$ cat src/rtl/bcd_sub_seq.sv
// Digit-serial packed-BCD subtractor: one digit per clock, LSD first, with a
// ten's-complement pass that turns a wrapped result into sign-magnitude form.
module bcd_sub_seq #(
   parameter int DIGITS = 4
) (
   input  logic                clk,
   input  logic                rst,
   input  logic                start,
   input  logic [4*DIGITS-1:0] x,
   input  logic [4*DIGITS-1:0] y,
   output logic                busy,
   output logic                done,
   output logic [4*DIGITS-1:0] d,
   output logic                neg,
   output logic                invalid
);

   localparam int W  = 4 * DIGITS;
   localparam int IW = (DIGITS > 1) ? $clog2(DIGITS) : 1;

   typedef enum logic [1:0] {IDLE, SUB, COMP, DONE} state_t;

   state_t          state_q, state_d;
   logic [IW-1:0]   idx_q, idx_d;
   logic            borrow_q, borrow_d;
   logic [W-1:0]    x_q, x_d, y_q, y_d, d_q, d_d;
   logic            neg_q, neg_d, inv_q, inv_d;

   logic [3:0]      op_a, op_b;
   logic [4:0]      step;
   logic            last;

   function automatic logic [3:0] get_dig(input logic [W-1:0] v, input logic [IW-1:0] i);
      logic [3:0] r;
      r = 4'd0;
      for (int k = 0; k < DIGITS; k++)
         if (IW'(k) == i) r = v[4*k +: 4];
      return r;
   endfunction

   function automatic logic [W-1:0] put_dig(input logic [W-1:0] v, input logic [IW-1:0] i,
                                            input logic [3:0] r);
      logic [W-1:0] o;
      o = v;
      for (int k = 0; k < DIGITS; k++)
         if (IW'(k) == i) o[4*k +: 4] = r;
      return o;
   endfunction

   // Returns {borrow_out, digit}. Operands are <= 9, so t stays in -10..9 and
   // fits 5-bit signed; adding 10 modulo 16 on the low nibble is the correction.
   function automatic logic [4:0] dig_sub(input logic [3:0] a, input logic [3:0] b,
                                          input logic bin);
      logic [4:0] t;
      t = {1'b0, a} - {1'b0, b} - {4'b0, bin};
      if (t[4]) return {1'b1, t[3:0] + 4'd10};
      else      return {1'b0, t[3:0]};
   endfunction

   function automatic logic has_bad(input logic [W-1:0] a, input logic [W-1:0] b);
      logic bad;
      bad = 1'b0;
      for (int k = 0; k < DIGITS; k++)
         if (a[4*k +: 4] > 4'd9 || b[4*k +: 4] > 4'd9) bad = 1'b1;
      return bad;
   endfunction

   assign last = (idx_q == IW'(DIGITS - 1));

   // COMP reuses the same digit step as 0 - r_i - borrow.
   assign op_a = (state_q == COMP) ? 4'd0 : get_dig(x_q, idx_q);
   assign op_b = (state_q == COMP) ? get_dig(d_q, idx_q) : get_dig(y_q, idx_q);
   assign step = dig_sub(op_a, op_b, borrow_q);

   always_comb begin
      state_d  = state_q;
      idx_d    = idx_q;
      borrow_d = borrow_q;
      x_d      = x_q;
      y_d      = y_q;
      d_d      = d_q;
      neg_d    = neg_q;
      inv_d    = inv_q;
      case (state_q)
         IDLE: begin
            if (start) begin
               x_d   = x;
               y_d   = y;
               neg_d = 1'b0;
               if (has_bad(x, y)) begin
                  inv_d   = 1'b1;
                  d_d     = '0;
                  state_d = DONE;
               end else begin
                  inv_d    = 1'b0;
                  borrow_d = 1'b0;
                  idx_d    = '0;
                  state_d  = SUB;
               end
            end
         end
         SUB: begin
            d_d      = put_dig(d_q, idx_q, step[3:0]);
            borrow_d = step[4];
            idx_d    = idx_q + 1'b1;
            if (last) begin
               idx_d    = '0;
               borrow_d = 1'b0;
               neg_d    = step[4];
               state_d  = step[4] ? COMP : DONE;
            end
         end
         COMP: begin
            d_d      = put_dig(d_q, idx_q, step[3:0]);
            borrow_d = step[4];
            idx_d    = idx_q + 1'b1;
            if (last) begin
               idx_d    = '0;
               borrow_d = 1'b0;
               state_d  = DONE;
            end
         end
         DONE:    state_d = IDLE;
         default: state_d = IDLE;
      endcase
   end

   always_ff @(posedge clk or posedge rst) begin
      if (rst) begin
         state_q  <= IDLE;
         idx_q    <= '0;
         borrow_q <= 1'b0;
         x_q      <= '0;
         y_q      <= '0;
         d_q      <= '0;
         neg_q    <= 1'b0;
         inv_q    <= 1'b0;
      end else begin
         state_q  <= state_d;
         idx_q    <= idx_d;
         borrow_q <= borrow_d;
         x_q      <= x_d;
         y_q      <= y_d;
         d_q      <= d_d;
         neg_q    <= neg_d;
         inv_q    <= inv_d;
      end
   end

   assign busy    = (state_q != IDLE);
   assign done    = (state_q == DONE);
   assign d       = d_q;
   assign neg     = neg_q;
   assign invalid = inv_q;

endmodule

$ cat config.mk
export PLATFORM = sky130hd
export DESIGN_NAME = bcd_sub_seq
export DESIGN_NICKNAME = d
export VERILOG_FILES = /design/src/rtl/bcd_sub_seq.sv
export SDC_FILE = /design/constraint.sdc
export NUM_CORES = 1
export LEC_CHECK = 0
export BUFFER_PORTS_ARGS = -buffer_cell sky130_fd_sc_hd__buf_2
export CORE_MARGIN = 2
export CORE_UTILIZATION = 25
export DETAILED_ROUTE_END_ITERATION = 10
export PLACE_DENSITY = 0.4
export SLEW_MARGIN = 15
export SYNTH_ARGS = -nofsm -noshare
export SYNTH_HDL_FRONTEND = slang
export SYNTH_SLANG_ARGS = --single-unit
$ cat constraint.sdc
create_clock -name clk -period 3.2 [get_ports clk]
set_input_delay 0.16 -clock clk [delete_from_list [all_inputs] [get_ports clk]]
set_output_delay 0.16 -clock clk [all_outputs]
set_load 0.03 [all_outputs]
; ---- After elaboration in Yosys (flattened, before gate mapping)
; Cells that the tools add are included.
[totals]
ff_bits = 55
input_bits = 35
output_inout_bits = 20
wordCells = 103
[op_classes]
n_addsub = 4
magnitude_cmp = 8
eq_ne = 16
n_mux = 46
reduce_logical = 18
[ops]
columns = op, count
row1 = two-way mux 4 bit, 18
row2 = "> comparator 4 bit, second input constant", 8
row3 = two-way mux 16 bit, 2
row4 = case mux 16 bit (2 select lines), 1
row5 = AND reduction 4 bit, 4
row6 = two-way mux 2 bit, 7
row7 = two-way mux 1 bit, 13
row8 = "!= test 2 bit, second input constant", 5
row9 = AND reduction 3 bit, 3
row10 = "!= test 2 x 1 -> 1 bit, second input constant", 4
row11 = case mux 2 bit (4 select lines), 1
row12 = "== test 2 bit, second input constant", 3
row13 = nonzero test 2 bit, 3
row14 = two-way mux 5 bit, 1
row15 = subtractor 4 x 4 -> 5 bit, 1
row16 = subtractor 5 x 1 -> 5 bit, 1
row17 = "adder 4 bit, second input constant", 1
row18 = "== test 2 bit, first input constant", 2
row19 = logical NOT 2 bit, 2
row20 = logical OR 1 bit, 4
row21 = case mux 1 bit (2 select lines), 2
row22 = case mux 2 bit (2 select lines), 1
row23 = "adder 2 x 1 -> 2 bit, second input constant", 1
row24 = "== test 1 x 2 -> 1 bit, first input constant", 1
row25 = other kinds (3), 3

; ---- Depth between registers and ports, before layout
; Gate-level depths: netlist of run 1.
[depth]
ltp_word = 13
mapped_depth = 19
ltp_nobuf = 17

; ---- Worst setup path after synthesis of run 1
; Ideal clock, no wire load.
[synth_path]
kind = flip-flop to flip-flop
start = register idx_q[0]
end = register d_q[11] (netlist: d[11])
setup_time_ns = 0.074
arrival_ns = 3.420
required_ns = 3.126
slack_ns = -0.294
stages_incl_launch_ff = 18
path_buffers = 2
synth_period_minus_slack_ns = 3.494
path_cell_list = dfrtp_1 > ha_1 > buf_2 > buf_2 > nand2_1 > o21ai_0 > mux4_2 > nor2_1 > a21oi_1 > fa_1 > inv_1 > fa_1 > ha_1 > o21ai_0 > o31ai_2 > xor2_1 > nand2b_2 > o21ai_2
[synth_via]
elab_chain_len = 12
word_cells_on_any_way = 26
classes_between = 3 x add/sub / 4 x eq/ne / 17 x mux / 2 x reduce/logical
[synth_lines]
columns = element, line_no
row1 = start: declaration, 24  ; logic [IW-1:0] idx_q, idx_d;
row2 = start signal: assignment, 140  ; idx_q <= idx_d;
row3 = logical NOT 2 bit, 37  ; if (IW'(k) == i) r = v[4*k +: 4];
row4 = two-way mux 4 bit (4 in a row), 37
row5 = "two-way mux 4 bit, on equally long branches", "71, 72"
row6 = subtractor 4 x 4 -> 5 bit, 55  ; t = {1'b0, a} - {1'b0, b} - {4'b0, bin};
row7 = subtractor 5 x 1 -> 5 bit, 55
row8 = adder 4 bit, 56  ; if (t[4]) return {1'b1, t[3:0] + 4'd10};
row9 = two-way mux 5 bit, 56
row10 = two-way mux 4 bit, 46  ; if (IW'(k) == i) o[4*k +: 4] = r;
row11 = case mux 16 bit (2 select lines), 84  ; case (state_q)
row12 = end signal: assignment, 135  ; d_q <= '0;
row13 = end signal: assignment, 144  ; d_q <= d_d;
row14 = end: declaration, 26  ; logic [W-1:0] x_q, x_d, y_q, y_d, d_q, d_d;
; Several ways; a longest one is shown, not always the timed one. The select of a mux whose other input is x is not followed.
; A chain may end at the register's enable or synchronous reset.

; ---- Worst setup path in the final report of run 1
[layout_path]
start = register idx_q[1]
end = register d_q[15] (netlist: d[15])
; The elaborated chain is that of the path after synthesis.

==> results.md, run 1 <==
* Post-synth net total at 341
* Core Region at 12100 sq um
* Async SR Flop Fraction at 100%
* # DRC at 0
* CTS sink cnt at 55
* Crit path time final at 3.37 ns
* CP Cell Sequence: inv_2, buf_6, ha_4, nand2_2, o21ai_2, mux4_2, nor2_2, a21oi_2, fa_2, inv_2, fa_2, ha_4, o31ai_4, xor2_1, nand2b_2, o21ai_2
* Num CTS Buffers at 5
* First-pass GRT wire length at 13700 um
* Worst setup slack after layout at -0.169 ns
* CP arrival at 3.60 ns
* Netlist Area Pre-Place at 3140 sq um
* TritonCTS clock tree: done
* Num rows at 40
* Cells after synthesis at 290
* Post-route clock period utilization at 105%
* Max frequency at 297 MHz
* Crit Path Max Fanout at 7
* Gpl congestion at 0.791
* Total gr overflow at 0
* Vias at 2410
* Most frequent cells in the layout: dfrtp_1, buf_2, mux2_2, buf_4, nand2_1
* Ports at 55
* Final Hold Viols at 0
* Setup CP Type: reg2reg
* Violated checks: setup timing
* Synthesis-stage register bit count at 55
* Yosys warnings at 0
* Die W at 116 um
* MaxCap Viol Count at 0
* Crit path launch type: flop
* Crit-path slowest cell: mux4_2
* Vias in the first global route at 2505
* Post-synth EDFFs at 0
* Post-synth top flop: dfrtp_1
* Pre-CTS setup slack at -0.346 ns
* Initial DRC count at 48
* Root buffer cell: clkbuf_16
* Largest net degree at the start of global routing at 33
* Avg Synthesized Cell Area at 10.8 sq um
* Layout cell share with drive strength beyond 1 at 50.0%
* H-tree depth at 2
* Skew-Pair Late Insertion Delay at 0.31 ns
* Cell variety after synth at 47
* Clock Skews at 0.0160 ns
* Area growth syn-to-layout at 32.7%
* Clock Path Buffers at 2
* Post-DP HPWL at 6490 um
* Commonest non-fill, non-tap cell in the layout: dfrtp_1
* Finished Cell Area at 4160 sq um
* DP Area at 3790 sq um
* Max stage delay on crit path at 0.46 ns
* Diode count at 0
* Layout Nets at 426
* GRT Total Usage at 13.5%
* Mean number of vias per cell at 4.43
* WP data required at 3.43 ns
* Setup violations, final at 10
* Hold Crit Class: in2reg
* Setup tns final at -0.956 ns
* Slew HR at 57.7%
* Worst-path clk slew at 0.08 ns
* Register area share after synthesis at 43.9%
* Max Slew Vio Count at 0
* Effective utilization at floorplan at 25.9%
* Worst slew pin tran at 0.634 ns
* Port bufs at 54
* Drt wl/cell at 15.9 um
* Die H at 116 um
* ANT nets after route at 0
* First-pass iteration count of the detailed router at 4
* Hold_ws at 0.0785 ns
* DIE AREA at 13500 sq um
* Crit end category: flop
* RSZ-0062 raised after global routing: yes
* Outcome: complete, but fails checks
* Antenna violations before repair at 0
* Post-Route WL at 8650 um
[Yosys cell counts (5+ instances only)]
master | instances | share of area (%)
dfrtp_1 | 55 | 44
mux2i_1 | 5 | 1.6
nor2b_1 | 6 | 1.2
buf_2 | 7 | 1.1
nand2_1 | 32 | 3.8
inv_1 | 12 | 1.4
mux2_2 | 35 | 13
nand2b_1 | 7 | 1.4
o21ai_1 | 7 | 1.1
o21ai_0 | 32 | 5.1
a21oi_1 | 13 | 2.1
nor2_1 | 7 | 0.84
ha_1 | 14 | 5.6
[metrics by stage]
step                      cells  util [%]
after floorplan             290         -
after global placement      527      31.3
after detailed placement    527      31.3
after CTS                   544      34.1
after global routing        544      34.4
final                       544      34.4
[path summary, 6_finish.rpt]
kind,from,to,slack (ns),depth (start not counted)
max,idx_q[1]$_DFFE_PP0P_,d[15]$_DFFE_PP0P_,-0.17,16
min,y[12],y_q[12]$_DFFE_PP0P_,0.08,2
max reg2reg,idx_q[1]$_DFFE_PP0P_,d[15]$_DFFE_PP0P_,-0.17,16
min reg2reg,y_q[2]$_DFFE_PP0P_,y_q[2]$_DFFE_PP0P_,0.51,1
max in group asynchronous,rst,idx_q[1]$_DFFE_PP0P_,1.88,4
min in group asynchronous,rst,y_q[0]$_DFFE_PP0P_,0.48,3
[worst max-delay path: cells and delay by family, from the launching register on]
family                   cells  cell delay [ns]
AO/OA/AOI/OAI                4             0.49
adder cells (fa/ha/maj)      4             1.18
buffers and inverters        3             0.25
multiplexers                 1             0.46
XOR/XNOR                     1             0.20
AND/OR/NAND/NOR              3             0.35
flip-flops                   1             0.36
[area by class of cell]
type | instances | area [sq um]
flip-flops and latches | 55 | 1380
clock buffers | 5 | 125
multi-input cells | 209 | 1820
fillers | 1288 | 7950
well taps | 168 | 210
clock inverters | 3 | 18.8
inverters | 12 | 45.0
repair buffers | 92 | 569
[cells by family (layout without fill, tap and decap cells)]
logic type	Yosys count	after routing	share of synthesized area, %
and+or+nand+nor	69	69	11.3
xor gates and xnor gates	6	6	1.92
DFF	55	55	43.9
AOI/OAI and AO/OA	72	72	14.3
buffers and inverters	26	112	3.67
muxes	46	46	18.0
adders and majority gates	16	16	6.86
[registers in the layout, summed over array words and instances, names as in the netlist]
signal	cells
borrow_q	1
d	16
idx_q	2
invalid	1
neg	1
state_q	2
x_q	16
y_q	16
[layer usage]
layer	vias up	track usage (%)	wire length [um]
met2	41	21.6	3930
li1	1188	-	-
met4	0	3.97	114
met5	-	0	0
met3	9	2.30	267
met1	1172	18.7	4340
[timing repair]
item,4_1_cts,5_1_grt
endpoints found under the hold margin,27,0
hold buffers,1,0
pin swaps,7,9
endpoints found under the setup margin,15,15
gates resized for setup,31,10
gates cloned,0,0
buffers inserted,9,0
Power of run 1 is left out: the tool's default activity adds up to more than one toggle a clock period on the data nets, which glitch-free logic cannot reach.
==> inputs of run 2 (changes only) <==
--- a/config.mk
+++ b/config.mk
@@ -6,6 +6,7 @@
 export NUM_CORES = 1
 export LEC_CHECK = 0
 export BUFFER_PORTS_ARGS = -buffer_cell sky130_fd_sc_hd__buf_2
+export CORE_ASPECT_RATIO = 0.6
 export CORE_MARGIN = 2
 export CORE_UTILIZATION = 25
 export DETAILED_ROUTE_END_ITERATION = 10
==> run 2 against run 1 <==
The flow still finishes with violations (setup timing); final area is 1.1% higher; count of clock-buffer cells in the layout unchanged; non-clock buffer count stayed put; worst hold slack worse by 0.0038 ns; wire length grew 3.8%; first-iteration DRC count up 94%; critical path depth is 1 lower; cell count decreased by 0.55%; die area up 0.22%; via count increased by 1.2%; sequential share of layout area shrank 0.34 points; setup slack worse by 0.027 ns; largest cell class unchanged.
==> results.md, run 2 (synthesis gave the netlist of run 1 again) <==
* RR Endpoint: d[7]$_DFFE_PP0P_
* Area growth syn-to-layout at 34.1%
* H-tree depth at 2
* Num rows at 31
* Drt wl/cell at 16.6 um
* Crit Reg-Reg Startpoint: idx_q[0]$_DFFE_PP0P_
* Slew HR at 61.1%
* Setup violations, final at 13
* Worst-path clk slew at 0.08 ns
* MaxCap Viol Count at 0
* Commonest non-fill, non-tap cell in the layout: dfrtp_1
* Critical Path End: d[7]$_DFFE_PP0P_
* Total gr overflow at 0
* DIE AREA at 13500 sq um
* Post-Layout Cell Count at 541
* Largest net degree at the start of global routing at 33
* First-pass GRT wire length at 14400 um
* Layout Nets at 426
* Gpl congestion at 0.789
* Crit Path Max Fanout at 7
* Worst R2R Path Depth at 15
* GRT Total Usage at 14.0%
* Hold_ws at 0.0748 ns
* Max Slew Vio Count at 0
* RSZ-0062 raised after global routing: yes
* Port bufs at 54
* Crit path time final at 3.40 ns
* Mean number of vias per cell at 4.51
* Worst setup slack after layout at -0.197 ns
* Antenna violations before repair at 0
* Diode count at 0
* Initial DRC count at 93
* Outcome: complete, but fails checks
* Hold Crit Class: in2reg
* Vias in the first global route at 2521
* TritonCTS clock tree: done
* Die H at 90.8 um
* Final Hold Viols at 0
* Setup CP Type: reg2reg
* Most frequent cells in the layout: dfrtp_1, buf_2, mux2_2
* Max frequency at 294 MHz
* Post-route clock period utilization at 106%
* Worst slew pin tran at 0.583 ns
* # DRC at 0
* Max stage delay on crit path at 0.47 ns
* R2R Setup Slk at -0.20 ns
* Clock Skews at 0.00883 ns
* Critical path's top delay family: adder cells
* Num CTS Buffers at 5
* Worst Path Buf+Inv at 2
* CP arrival at 3.64 ns
* ANT nets after route at 0
* CP startpoint: idx_q[0]$_DFFE_PP0P_
* CP Cell Sequence: inv_2, ha_4, nand2_2, o21ai_2, mux4_2, nor2_2, a21oi_2, fa_2, inv_2, fa_2, ha_4, o31ai_4, xor2_1, nand2b_2, o21ai_2
* Root buffer cell: clkbuf_16
* Placed Instances at 525
* Ports at 55
* Crit path launch type: flop
* Die W at 149 um
* Core Region at 12100 sq um
* Violated checks: setup timing
* Finished Cell Area at 4210 sq um
* Layout cell share with drive strength beyond 1 at 49.7%
* Skew-Pair Late Insertion Delay at 0.31 ns
* Vias at 2440
* Post-Route WL at 8980 um
* CTS sink cnt at 55
* Post-DP HPWL at 6900 um
* Stages on the worst setup path at 15
* First-pass iteration count of the detailed router at 4
* Clock Path Buffers at 2
* WP data required at 3.44 ns
* Crit-path slowest cell: mux4_2
* Setup tns final at -1.39 ns
* Effective utilization at floorplan at 25.8%
* DP Area at 3810 sq um
* Crit end category: flop
-- run 2: final cells by class --
| class | instances | area, sq um |
|---|---|---|
| inverters | 12 | 45.0 |
| flip-flops and latches | 55 | 1380 |
| repair buffers | 92 | 582 |
| clock buffers | 5 | 125 |
| well taps | 165 | 206 |
| fillers | 1234 | 7940 |
| clock inverters | 3 | 50.0 |
| multi-input cells | 209 | 1820 |
-- run 2: stage by stage --
stage / util (%) / setup WS (ns)
final: 34.6 / -0.197
after detailed placement: 31.4 / -0.345
after global routing: 34.6 / -0.346
after floorplan: - / -0.0826
after global placement: 31.4 / -0.406
after CTS: 34.4 / -0.166
-- run 2: worst min path at each step --
stage          slack [ns]  cells after the start                   to  start
3_5_place_dp         0.26                      2   y_q[4]$_DFFE_PP0P_    rst
4_1_cts              0.07                      2   x_q[4]$_DFFE_PP0P_   x[4]
6_report             0.07                      2   x_q[4]$_DFFE_PP0P_   x[4]
5_1_grt              0.07                      2   x_q[4]$_DFFE_PP0P_   x[4]
3_3_place_gp         0.27                      2   y_q[4]$_DFFE_PP0P_    rst
2_1_floorplan        0.26                      1  invalid$_DFFE_PP0P_  start
-- run 2: what timing repair did --
item,4_1_cts,5_1_grt
resized for setup,34,6
endpoints found under the setup margin,15,15
setup buffers,5,2
endpoints found under the hold margin,25,0
pin swaps,13,6
hold buffers,1,0
-- run 2: layer usage --
layer | share of wire, % | track usage, % | wire length, um
met4 | 1.0 | 3.33 | 92
met1 | 55 | 22.2 | 4900
met2 | 39 | 17.8 | 3490
met3 | 5.5 | 4.14 | 495
met5 | 0 | 0 | 0
Power of run 2 is left out for the same reason.
